File: src/rtl/instr_pkg.sv
// Shared MIPS encoding constants for the program loader and the decoder side.
package instr_pkg;

  // Symbolic operation classes; values 10..15 are illegal requests.
  typedef enum logic [3:0] {
    OP_ADD = 4'd0,
    OP_SUB = 4'd1,
    OP_AND = 4'd2,
    OP_OR  = 4'd3,
    OP_SLT = 4'd4,
    OP_LW  = 4'd5,
    OP_SW  = 4'd6,
    OP_BEQ = 4'd7,
    OP_BNE = 4'd8,
    OP_J   = 4'd9
  } op_e;

  // Primary opcode field, bits [31:26].
  localparam logic [5:0] OPC_RTYPE = 6'b000000;
  localparam logic [5:0] OPC_LW    = 6'b100011;
  localparam logic [5:0] OPC_SW    = 6'b101011;
  localparam logic [5:0] OPC_BEQ   = 6'b000100;
  localparam logic [5:0] OPC_BNE   = 6'b000101;
  localparam logic [5:0] OPC_J     = 6'b000010;

  // R-type function field, bits [5:0].
  localparam logic [5:0] FN_ADD = 6'b100000;
  localparam logic [5:0] FN_SUB = 6'b100010;
  localparam logic [5:0] FN_AND = 6'b100100;
  localparam logic [5:0] FN_OR  = 6'b100101;
  localparam logic [5:0] FN_SLT = 6'b101010;

  localparam logic [4:0] SHAMT_ZERO = 5'd0;
  localparam logic [3:0] OP_LAST    = 4'd9;

  // Anything above J is an op the encoder does not know.
  function automatic logic is_legal_op(input logic [3:0] op);
    return (op <= OP_LAST);
  endfunction

  // R-type word with the given function code.
  function automatic logic [31:0] pack_rtype(input logic [4:0] rs,
                                             input logic [4:0] rt,
                                             input logic [4:0] rd,
                                             input logic [5:0] fn);
    return {OPC_RTYPE, rs, rt, rd, SHAMT_ZERO, fn};
  endfunction

  // I-type word (loads, stores, branches).
  function automatic logic [31:0] pack_itype(input logic [5:0]  opc,
                                             input logic [4:0]  rs,
                                             input logic [4:0]  rt,
                                             input logic [15:0] imm);
    return {opc, rs, rt, imm};
  endfunction

  // Full encoder; fields an op does not use are simply not referenced.
  // Illegal ops yield zero, but the caller never stores them.
  function automatic logic [31:0] encode_instr(input logic [3:0]  op,
                                               input logic [4:0]  rs,
                                               input logic [4:0]  rt,
                                               input logic [4:0]  rd,
                                               input logic [15:0] imm,
                                               input logic [25:0] target);
    logic [31:0] word;
    word = 32'd0;
    case (op_e'(op))
      OP_ADD:  word = pack_rtype(rs, rt, rd, FN_ADD);
      OP_SUB:  word = pack_rtype(rs, rt, rd, FN_SUB);
      OP_AND:  word = pack_rtype(rs, rt, rd, FN_AND);
      OP_OR:   word = pack_rtype(rs, rt, rd, FN_OR);
      OP_SLT:  word = pack_rtype(rs, rt, rd, FN_SLT);
      OP_LW:   word = pack_itype(OPC_LW,  rs, rt, imm);
      OP_SW:   word = pack_itype(OPC_SW,  rs, rt, imm);
      OP_BEQ:  word = pack_itype(OPC_BEQ, rs, rt, imm);
      OP_BNE:  word = pack_itype(OPC_BNE, rs, rt, imm);
      OP_J:    word = {OPC_J, target};
      default: word = 32'd0;
    endcase
    return word;
  endfunction

endpackage

File: src/rtl/sync_fifo.sv
// Synchronous FIFO with registered full/empty flags and no write-through:
// a word pushed this cycle is visible at the head only from the next cycle,
// and a full FIFO refuses a push even if it pops in the same cycle.
module sync_fifo #(
  parameter int DEPTH = 4,
  parameter int W     = 32
) (
  input  logic         clk,
  input  logic         rst,
  input  logic         push_i,
  input  logic [W-1:0] wdata_i,
  input  logic         pop_i,
  output logic [W-1:0] rdata_o,
  output logic         full_o,
  output logic         empty_o
);

  localparam int AW = (DEPTH > 1) ? $clog2(DEPTH) : 1;
  localparam logic [AW-1:0] PTR_ONE  = AW'(1);
  localparam logic [AW:0]   CNT_ONE  = (AW + 1)'(1);
  localparam logic [AW:0]   CNT_FULL = (AW + 1)'(DEPTH);

  logic [W-1:0]  mem_q [DEPTH];
  logic [AW-1:0] wr_ptr_q, wr_ptr_d;
  logic [AW-1:0] rd_ptr_q, rd_ptr_d;
  logic [AW:0]   cnt_q, cnt_d;
  logic          full_q, full_d;
  logic          empty_q, empty_d;
  logic          do_push, do_pop;

  assign do_push = push_i && !full_q;
  assign do_pop  = pop_i && !empty_q;

  // Next pointers, occupancy and flags from this cycle's push/pop.
  always_comb begin
    wr_ptr_d = wr_ptr_q;
    rd_ptr_d = rd_ptr_q;
    cnt_d    = cnt_q;
    if (do_push) wr_ptr_d = wr_ptr_q + PTR_ONE;
    if (do_pop)  rd_ptr_d = rd_ptr_q + PTR_ONE;
    case ({do_push, do_pop})
      2'b10:   cnt_d = cnt_q + CNT_ONE;
      2'b01:   cnt_d = cnt_q - CNT_ONE;
      default: cnt_d = cnt_q;
    endcase
    full_d  = (cnt_d == CNT_FULL);
    empty_d = (cnt_d == '0);
  end

  // Control state: reset empties the FIFO.
  always_ff @(posedge clk) begin
    if (rst) begin
      wr_ptr_q <= '0;
      rd_ptr_q <= '0;
      cnt_q    <= '0;
      full_q   <= 1'b0;
      empty_q  <= 1'b1;
    end else begin
      wr_ptr_q <= wr_ptr_d;
      rd_ptr_q <= rd_ptr_d;
      cnt_q    <= cnt_d;
      full_q   <= full_d;
      empty_q  <= empty_d;
    end
  end

  // Storage array; contents are meaningless while empty, so never reset.
  always_ff @(posedge clk) begin
    if (do_push) mem_q[wr_ptr_q] <= wdata_i;
  end

  assign rdata_o = mem_q[rd_ptr_q];
  assign full_o  = full_q;
  assign empty_o = empty_q;

endmodule

File: src/rtl/instr_encoder_loader.sv
// Packs symbolic instruction requests into MIPS words, buffers them and
// writes them to consecutive instruction-memory addresses.
module instr_encoder_loader
  import instr_pkg::*;
#(
  parameter int                 DEPTH     = 4,
  parameter int                 ADDR_W    = 8,
  parameter logic [ADDR_W-1:0]  BASE_ADDR = '0
) (
  input  logic              clk,
  input  logic              rst,
  input  logic              in_valid,
  output logic              in_ready,
  input  logic [3:0]        in_op,
  input  logic [4:0]        in_rs,
  input  logic [4:0]        in_rt,
  input  logic [4:0]        in_rd,
  input  logic [15:0]       in_imm,
  input  logic [25:0]       in_target,
  output logic              mem_we,
  input  logic              mem_ready,
  output logic [ADDR_W-1:0] mem_addr,
  output logic [31:0]       mem_wdata,
  output logic              err_illegal,
  output logic              wrap,
  output logic              busy
);

  localparam logic [ADDR_W-1:0] ADDR_ONE  = ADDR_W'(1);
  localparam logic [ADDR_W-1:0] ADDR_LAST = '1;

  logic        accept, legal, push, pop;
  logic [31:0] enc_word;
  logic [31:0] head_word;
  logic        fifo_full, fifo_empty;

  logic [ADDR_W-1:0] addr_q, addr_d;
  logic              wrap_q, wrap_d;
  logic              err_q, err_d;

  // Request side: encode at enqueue, drop illegal ops after the handshake.
  assign in_ready = !rst && !fifo_full;
  assign accept   = in_valid && in_ready;
  assign legal    = is_legal_op(in_op);
  assign push     = accept && legal;
  assign enc_word = encode_instr(in_op, in_rs, in_rt, in_rd, in_imm, in_target);

  sync_fifo #(
    .DEPTH (DEPTH),
    .W     (32)
  ) u_fifo (
    .clk     (clk),
    .rst     (rst),
    .push_i  (push),
    .wdata_i (enc_word),
    .pop_i   (pop),
    .rdata_o (head_word),
    .full_o  (fifo_full),
    .empty_o (fifo_empty)
  );

  // Memory side: the head word is offered until the memory takes it.
  assign mem_we    = !fifo_empty;
  assign pop       = mem_we && mem_ready;
  assign mem_wdata = fifo_empty ? 32'd0 : head_word;
  assign mem_addr  = addr_q;
  assign busy      = !fifo_empty;
  assign wrap      = wrap_q;
  assign err_illegal = err_q;

  // Address advance and one-cycle status pulses.
  always_comb begin
    addr_d = addr_q;
    wrap_d = pop && (addr_q == ADDR_LAST);
    err_d  = accept && !legal;
    if (pop) addr_d = addr_q + ADDR_ONE;
  end

  // Address counter and pulse registers.
  always_ff @(posedge clk) begin
    if (rst) begin
      addr_q <= BASE_ADDR;
      wrap_q <= 1'b0;
      err_q  <= 1'b0;
    end else begin
      addr_q <= addr_d;
      wrap_q <= wrap_d;
      err_q  <= err_d;
    end
  end

endmodule

File: config.mk
export PLATFORM = sky130hd
export DESIGN_NAME = instr_encoder_loader
export DESIGN_NICKNAME = d
export VERILOG_FILES = /design/src/rtl/instr_pkg.sv /design/src/rtl/sync_fifo.sv /design/src/rtl/instr_encoder_loader.sv
export SDC_FILE = /design/constraint.sdc
export NUM_CORES = 1
export LEC_CHECK = 0
export ABC_CLOCK_PERIOD_IN_PS = 7700
export CORE_MARGIN = 1.5
export CORE_UTILIZATION = 45
export CTS_CLUSTER_DIAMETER = 150
export DETAILED_ROUTE_END_ITERATION = 6
export PLACE_DENSITY = 0.7
export SYNTH_ARGS = -nofsm -noshare
export SYNTH_HDL_FRONTEND = slang
export SYNTH_SLANG_ARGS = --single-unit
File: constraint.sdc
create_clock -name clk -period 7.7 [get_ports clk]
set_clock_uncertainty 0.15 [all_clocks]
set_input_delay 1.54 -clock clk [delete_from_list [all_inputs] [get_ports clk]]
set_output_delay 1.54 -clock clk [all_outputs]
set_load 0.02 [all_outputs]
==> results of run 1 <==
per-stage QoR:
stage / total power, mW / setup slack (ps) / utilization
final: 1.94 / 2780 / 0.599
after global routing: 2.00 / 2670 / 0.599
after CTS: 1.95 / 2770 / 0.599
after detailed placement: 1.16 / 2770 / 0.555
after global placement: 1.15 / 2800 / 0.555
after floorplan: 1.05 / 3760 / -
cells in the final DEF (no fill, tap or decap), drive strengths merged, types with 6 or more instances in the layout:
master           n
inv              8
and3             6
dfxtp           21
a221o            7
clkbuf          24
ha               6
a22o            17
nor2            16
a21oi            9
and2            36
mux4            31
o21ai           10
clkdlybuf4s50  108
clkinv           6
edfxtp         124
power by group through the flow:
stage	logic [mW]	registers [mW]	clock network, mW
after global routing	0.278	0.882	0.841
after floorplan	0.153	0.897	0
after CTS	0.262	0.881	0.810
after detailed placement	0.260	0.897	0
after global placement	0.255	0.896	0
final	0.259	0.881	0.799
state kept, by name, indices dropped and copies added, names as in the netlist, named ones only:
signal           cells
err_illegal          1
u_fifo.full_o        1
u_fifo.mem_q       124
u_fifo.cnt_q         3
wrap                 1
mem_addr             8
u_fifo.empty_o       1
u_fifo.wr_ptr_q      2
u_fifo.rd_ptr_q      2
metal layers:
metal,vias up,wire length [um]
met5,-,0
met4,0,181
met3,15,762
met2,120,6270
met1,1775,5250
li1,1675,-
cells in the mapped netlist, types with 5 or more instances:
library cell  number  area share
and3_1             6      0.0061
mux2_2             5      0.0091
edfxtp_1         124        0.60
a22o_1            17       0.024
clkbuf_1           5      0.0030
a21oi_1            9      0.0073
inv_1              7      0.0043
ha_1               6       0.012
nand2_1            5      0.0030
mux4_2            31        0.11
and2_1            36       0.037
xnor2_1            5      0.0071
dfxtp_1           21       0.068
nor2_1            16      0.0097
buf_2              7      0.0057
buf_4              5      0.0061
o21ai_0            9      0.0073
nor2b_1            5      0.0051
a221o_1            7       0.011
path summary, 6_finish.rpt:
check                                    from             end  slack [ps]  depth (start not counted)
worst max-delay path                      rst        in_ready        2780                          3
worst min-delay path              mem_addr[5]     mem_addr[5]         360                          2
worst max register to register  u_fifo.full_o  u_fifo.empty_o        5030                          8
worst min register to register    mem_addr[5]     mem_addr[5]         360                          2
cell families (layout without fill, tap and decap cells):
family / count (synthesis) / after routing / share of synthesized area
flip-flops: 145 / 145 / 0.672
AND/OR/NAND/NOR: 94 / 94 / 0.0913
AO/OA/AOI/OAI: 53 / 53 / 0.0643
multiplexers: 38 / 38 / 0.126
buffers and inverters: 28 / 149 / 0.0227
adder cells (fa/ha/maj): 7 / 7 / 0.0154
XOR/XNOR: 6 / 6 / 0.00852
other: 1 / 1 / 0.000608
final cells by class:
cell class / instances / area, um2 / share of cell area
Clock buffer: 24 / 515 / 0.0647
Clock inverter: 8 / 73.8 / 0.00927
Inverter: 7 / 26.3 / 0.00330
Multi-Input combinational cell: 199 / 1890 / 0.237
Sequential cell: 145 / 4150 / 0.520
Tap cell: 176 / 220 / 0.0276
Timing Repair Buffer: 110 / 1100 / 0.138
worst register-to-register path: stages, from the launching register on:
cell,delay [ps]
dfxtp_1,330
or3b_2,480
nor2_1,120
inv_1,50
ha_1,210
fa_1,440
xnor2_1,150
or3_1,360
a31o_2,270
==> results.json, run 1 <==
{
  "port_buffers": 108,
  "die_h_um": 120,
  "crit_buf_inv": 2,
  "finalSetupViolCount": 0,
  "max_cap_viol_count": 0,
  "fin_cells": 669,
  "drtAntennaViolNets": 0,
  "synth.avg_cell_area_um2": 16.6,
  "die_area_um2": 14400,
  "path_common_cell": "clkdlybuf4s50_1",
  "firstDrtPassIters": 4,
  "wl_um": 12500,
  "peakVddDrop_mv": 0.143,
  "drt-wirelength-per-cell_um": 18.6,
  "switching_power_mw": 0.431,
  "combPwrFrac": 0.133,
  "syn_nets": 444,
  "dpl.hpwl_um": 7490,
  "internal-power_mw": 1.51,
  "yosysWarnings": 0,
  "cts_hold_buf": 0,
  "clockBufferDepth": 2,
  "nFillCells": 1010,
  "grt_pass1_vias": 3679,
  "fin_area_um2": 7970,
  "swShare": 0.222,
  "synth_area_um2": 6170,
  "n_antenna_cell": 0,
  "synth_flop_cell": "edfxtp_1",
  "slew_viol_final": 0,
  "track_usage": 0.180,
  "clk_pin_slew_worst_paths_ps": 60,
  "numClockSinks": 145,
  "tns_ps": 0,
  "ios": 110,
  "row_count": 42,
  "worst_skew_pair.late_latency_ps": 410,
  "relSlewSlack": 0.365,
  "synthArstFlopShare": 0,
  "use_met2": 0.311,
  "synth.distinct_cells": 50,
  "layout.nets": 552,
  "syn_to_final_growth_pct": 29.1,
  "drtIter0Drc": 291,
  "worstMarginPinSlew_ps": 951,
  "max_stage_delay_ps": 820,
  "die_w_um": 120,
  "grt_use_met3": 0.0442,
  "ys_ff_latch": 145,
  "grt_pass1_wl_um": 19200,
  "whs_ps": 357,
  "syn_inst": 372,
  "placedCellCount": 637,
  "path_cells": "clkdlybuf4s50_1, nor2_1, clkdlybuf4s50_1",
  "status": "finished clean",
  "placed_area_um2": 7380,
  "fmaxAchievable_ghz": 0.203,
  "cp_top_family": "buffers and inverters",
  "antenna_found_initial": 0,
  "cts_tree": "yes",
  "crit_slowest_cell": "clkdlybuf4s50_1",
  "startpoint_type": "primary input",
  "grt-ovfl-total": 0,
  "rsz0062_at_grt": "false",
  "met1_usage": 0.219,
  "viasPerCell": 5.36,
  "end_kind": "output port",
  "min_path_type": "register to register",
  "fin_crit_ps": 4920,
  "num_vias": 3585,
  "core-area_um2": 13300,
  "cp.required_ps": 6010,
  "powerDensity_nw_per_um2": 243,
  "htree_levels": 4,
  "cts_root_buffer": "clkbuf_16",
  "crit_path_max_fanout": 24,
  "min_period_over_period": 0.639,
  "post_cts_resized": 0,
  "synth-edff-count": 124,
  "clockPowerShare": 0.412,
  "path_class": "primary input to output port",
  "gr-max-usage-layer": "met2",
  "hold_viol": 0,
  "ys_seq_area_frac": 0.672,
  "p_seq_frac": 0.454,
  "drive_gt1_frac": 0.160,
  "start_util": 0.464,
  "post_cts_buffers": 0,
  "arrival_ps": 3230,
  "grt_max_degree": 34,
  "leakagePower_nw": 2.69,
  "remaining_drc_errors": 0,
  "cts_inserted_buffers": 17,
  "place.gp.congestion": 0.758
}
Power figures use the tool's default switching activity.
==> run 2, diff against run 1 <==
--- a/config.mk
+++ b/config.mk
@@ -5,7 +5,7 @@
 export SDC_FILE = /design/constraint.sdc
 export NUM_CORES = 1
 export LEC_CHECK = 0
-export ABC_CLOCK_PERIOD_IN_PS = 7700
+export ABC_CLOCK_PERIOD_IN_PS = 5120
 export CORE_MARGIN = 1.5
 export CORE_UTILIZATION = 45
 export CTS_CLUSTER_DIAMETER = 150
==> constraint.sdc (replaced) <==
create_clock -name clk -period 5.12 [get_ports clk]
set_clock_uncertainty 0.15 [all_clocks]
set_input_delay 1.024 -clock clk [delete_from_list [all_inputs] [get_ports clk]]
set_output_delay 1.024 -clock clk [all_outputs]
set_load 0.02 [all_outputs]
==> run 2 against run 1 <==
Register-to-register slack got worse by 2600 ps. Worst hold slack improved by 10 ps. Flip-flop and latch count unchanged. Count of clock-buffer cells in the layout rose by 2. Final area is 0.42% higher. Power increased by 53%. Sequential power grew 51%. Global-route usage up 0.38 points. Non-clock buffer count is 1 higher. Clock power grew 55%. Combinational power rose by 48%. Final cell count is 0.15% higher. Critical endpoint is now mem_wdata[0]. Largest cell class unchanged.
==> results.json, run 2 (same netlist as run 1, synthesis figures left out) <==
{
  "status": "finished clean",
  "place.gp.congestion": 0.703,
  "path_class": "register to output port",
  "viasPerCell": 5.42,
  "start_util": 0.464,
  "drtIter0Drc": 265,
  "track_usage": 0.184,
  "top_register": "u_fifo.mem_q",
  "grt_pass1_vias": 3749,
  "drt-wirelength-per-cell_um": 18.6,
  "num_vias": 3634,
  "worstMarginPinSlew_ps": 991,
  "regArea_um2": 4150,
  "clk_pin_slew_worst_paths_ps": 60,
  "grt_max_degree": 34,
  "port_buffers": 108,
  "peakVddDrop_mv": 0.206,
  "die_area_um2": 14400,
  "reg2reg_depth": 8,
  "wl_um": 12500,
  "row_count": 42,
  "min_path_type": "register to register",
  "post_cts_resized": 0,
  "finalSetupViolCount": 0,
  "relSlewSlack": 0.339,
  "post_cts_buffers": 0,
  "utilization": 0.602,
  "fmaxAchievable_ghz": 0.251,
  "layout.nets": 553,
  "syn_to_final_growth_pct": 29.7,
  "max_cap_viol_count": 0,
  "grt-ovfl-total": 0,
  "htree_levels": 4,
  "r2r-end": "u_fifo.empty_o",
  "cts_inserted_buffers": 17,
  "tns_ps": 0,
  "multi_input_area_um2": 1890,
  "slew_viol_final": 0,
  "remaining_drc_errors": 0,
  "numClockSinks": 145,
  "startpoint_type": "register",
  "worst_skew_pair.late_latency_ps": 410,
  "power_mw": 2.96,
  "antenna_found_initial": 0,
  "min_period_over_period": 0.778,
  "largest_reg_flops": 124,
  "core-area_um2": 13300,
  "rsz0062_at_grt": "false",
  "n_antenna_cell": 0,
  "layout_common_cells": "edfxtp_1 (124), clkdlybuf4s50_1 (108), and2_1 (36), mux4_2 (31)",
  "cts_root_buffer": "clkbuf_16",
  "clockBufferDepth": 2,
  "crit_path_max_fanout": 19,
  "dpl.hpwl_um": 7770,
  "fin_crit_ps": 3980,
  "holdPathStages": 2,
  "die_w_um": 120,
  "ios": 110,
  "leakagePower_nw": 2.71,
  "die_h_um": 120,
  "cts_hold_buf": 0,
  "arrival_ps": 2810,
  "cp.required_ps": 3950,
  "grt_pass1_wl_um": 19600,
  "end_kind": "output port",
  "firstDrtPassIters": 4,
  "regToRegSetupSlack_ps": 2460,
  "hold_viol": 0,
  "powerDensity_nw_per_um2": 370,
  "final_common_cell": "edfxtp_1",
  "nFillCells": 1008,
  "placed_area_um2": 7390,
  "r2r_start": "u_fifo.full_o",
  "crit_end": "mem_wdata[0]",
  "fin_area_um2": 8000,
  "drive_gt1_frac": 0.164,
  "cts_tree": "yes",
  "drtAntennaViolNets": 0
}
-- run 2: cell types whose count changed in the layout (fill, tap and decap cells not counted) --
cell	before	now
inv_4	1	3
clkbuf_1	4	3
clkinv_4	2	1
clkbuf_8	0	3
buf_4	2	3
clkinv_2	4	1
-- run 2: metrics by stage --
stage / worst slack [ps] / hold slack (ps) / instances
after CTS: 1050 / 365 / 670
after floorplan: 1860 / 334 / 372
after global routing: 925 / 401 / 670
after global placement: 1160 / 334 / 638
final: 1140 / 367 / 670
after detailed placement: 1080 / 354 / 638
-- run 2: how the worst min path moves through the flow --
stage,slack [ps],from,endpoint
after floorplan,330,u_fifo.wr_ptr_q[0],u_fifo.wr_ptr_q[0]
after global placement,330,mem_addr[5],mem_addr[5]
after detailed placement,350,mem_addr[5],mem_addr[5]
after CTS,370,mem_addr[5],mem_addr[5]
after global routing,400,u_fifo.rd_ptr_q[1],u_fifo.rd_ptr_q[1]
final,370,mem_addr[5],mem_addr[5]
-- run 2: cell type report --
class,instances,share of cell area
inverter,7,0.00328
timing repair buffer,111,0.138
clock buffer,26,0.0691
clock inverter,6,0.00782
multi-input combinational,199,0.236
sequential,145,0.518
tap,176,0.0275
-- run 2: routing by layer --
metal  track usage  vias to the layer above  share of wire
li1              -                     1683              -
met1         0.229                     1835           0.42
met2         0.311                      103           0.52
met3        0.0447                       13          0.049
met4        0.0722                        0          0.013
met5             0                        -              0
-- run 2: worst max-delay path, cell delays in order (launching register included) --
cell and delay, ps:
dfxtp_2 610, buf_4 460, mux4_2 570, and2_1 190
clkdlybuf4s50_1 550
-- run 2: power by group --
group | leakage, nW | internal [mW] | switching [mW]
combinational | 1.08 | 0.200 | 0.182
sequential | 1.32 | 1.31 | 0.0185
clock | 0.307 | 0.796 | 0.448
==> run 3, diff against run 2 <==
--- a/config.mk
+++ b/config.mk
@@ -5,7 +5,7 @@
 export SDC_FILE = /design/constraint.sdc
 export NUM_CORES = 1
 export LEC_CHECK = 0
-export ABC_CLOCK_PERIOD_IN_PS = 5120
+export ABC_CLOCK_PERIOD_IN_PS = 3800
 export CORE_MARGIN = 1.5
 export CORE_UTILIZATION = 45
 export CTS_CLUSTER_DIAMETER = 150
==> constraint.sdc (replaced) <==
create_clock -name clk -period 3.8 [get_ports clk]
set_clock_uncertainty 0.15 [all_clocks]
set_input_delay 0.76 -clock clk [delete_from_list [all_inputs] [get_ports clk]]
set_output_delay 0.76 -clock clk [all_outputs]
set_load 0.02 [all_outputs]
==> run 3 against run 2 <==
Flip-flop and latch count unchanged. Global-route usage up 0.20 points. Critical path type unchanged. Critical endpoint is now mem_wdata[28]. Highest routed layer unchanged. Utilization up 1.2 points. Count of clock-buffer cells in the layout down 7. Largest power group unchanged.
==> results.json, run 3 (same netlist as run 1, synthesis figures left out) <==
{
  "status": "finished clean",
  "cts_root_buffer": "clkbuf_16",
  "startpoint_type": "register",
  "htree_levels": 4,
  "largest_reg_flops": 124,
  "arrival_ps": 2470,
  "num_vias": 3642,
  "relSlewSlack": 0.518,
  "top_register": "u_fifo.mem_q",
  "drive_gt1_frac": 0.177,
  "placedCellCount": 648,
  "met1_usage": 0.230,
  "ios": 110,
  "whs_ps": 348,
  "post_cts_buffers": 0,
  "die_h_um": 120,
  "n_antenna_cell": 0,
  "grt_use_met3": 0.0504,
  "grt_pass1_wl_um": 19900,
  "hold_viol": 0,
  "peakVddDrop_mv": 0.330,
  "die_w_um": 120,
  "core-area_um2": 13300,
  "layout.nets": 563,
  "use_met2": 0.318,
  "clk_pin_slew_worst_paths_ps": 50,
  "rsz0062_at_grt": "false",
  "die_area_um2": 14400,
  "path_class": "register to output port",
  "firstDrtPassIters": 4,
  "multi_input_area_um2": 1890,
  "cts_tree": "yes",
  "viasPerCell": 5.36,
  "place_ws_ps": 194,
  "antenna_found_initial": 0,
  "final_common_cell": "edfxtp_1",
  "max_cap_viol_count": 0,
  "utilization": 0.614,
  "fin_cells": 679,
  "worst_skew_pair.late_latency_ps": 400,
  "row_count": 42,
  "wl_um": 12500,
  "dpl.hpwl_um": 8280,
  "layout_common_cells": "edfxtp_1 (124), clkdlybuf4s50_1 (108), and2_1 (36), mux4_2 (31), dfxtp_1 (20)",
  "regToRegSetupSlack_ps": 1100,
  "regArea_um2": 4150,
  "crit_path_max_fanout": 12,
  "nFillCells": 984,
  "remaining_drc_errors": 0,
  "drtIter0Drc": 171,
  "powerDensity_nw_per_um2": 498,
  "finalSetupViolCount": 0,
  "min_path_type": "register to register",
  "syn_to_final_growth_pct": 32.2,
  "place.gp.congestion": 0.696,
  "cts_inserted_buffers": 17,
  "numClockSinks": 145,
  "cts_hold_buf": 0,
  "end_kind": "output port",
  "worstMarginPinSlew_ps": 715,
  "port_buffers": 108,
  "grt-ovfl-total": 0,
  "grt_max_degree": 32,
  "start_util": 0.464,
  "clockBufferDepth": 2,
  "drt-wirelength-per-cell_um": 18.4,
  "slew_viol_final": 0,
  "tns_ps": 0,
  "leakagePower_nw": 2.78,
  "gr-max-usage-layer": "met2",
  "fmaxAchievable_ghz": 0.296,
  "grt_pass1_vias": 3882,
  "track_usage": 0.186,
  "fin_crit_ps": 3380,
  "min_period_over_period": 0.890,
  "drtAntennaViolNets": 0,
  "post_cts_resized": 0,
  "fin_ws_ps": 416,
  "cp.required_ps": 2890
}
-- run 3: cell count changes in the layout (fill, tap and decap cells not counted), sizes merged --
cell,previous run,this run
clkinvlp,0,1
buf,3,13
clkinv,2,5
bufinv,1,5
inv,10,8
clkbuf,26,19
-- run 3: worst max-delay path: stages (launching register included) --
cell             delay [ps]
dfxtp_2                 600
buf_12                  230
mux4_2                  500
and2_1                  200
clkdlybuf4s50_1         540
-- run 3: area by class of cell --
class	instances	share of cell area
Sequential cell	145	0.508
Multi-Input combinational cell	199	0.232
Timing Repair Buffer	121	0.154
Clock buffer	19	0.0531
Tap cell	176	0.0270
Clock inverter	12	0.0232
Inverter	7	0.00322
-- run 3: layer usage --
| metal | up-vias | part of all wire |
|---|---|---|
| li1 | 1706 | - |
| met1 | 1835 | 0.44 |
| met2 | 93 | 0.52 |
| met3 | 8 | 0.040 |
| met4 | 0 | 0.0087 |
| met5 | - | 0 |
-- run 3: metrics by stage --
step                cell area (um2)  total power [mW]
floorplan                      6170              2.13
global placement               7540              2.36
detailed placement             7540              2.37
CTS                            8160              4.11
global route                   8160              4.21
finish                         8160              4.07
-- run 3: path summary, 6_finish.rpt --
check,start,to,cells past startpoint
max reg2reg,u_fifo.full_o,u_fifo.empty_o,8
min,mem_addr[5],mem_addr[5],2
max,register,mem_wdata[28],4
min reg2reg,mem_addr[5],mem_addr[5],2
-- run 3: power breakdown --
group	internal (mW)	switching (mW)	leakage (nW)
sequential	1.77	0.0245	1.32
combinational	0.288	0.250	1.15
clock	1.15	0.580	0.302
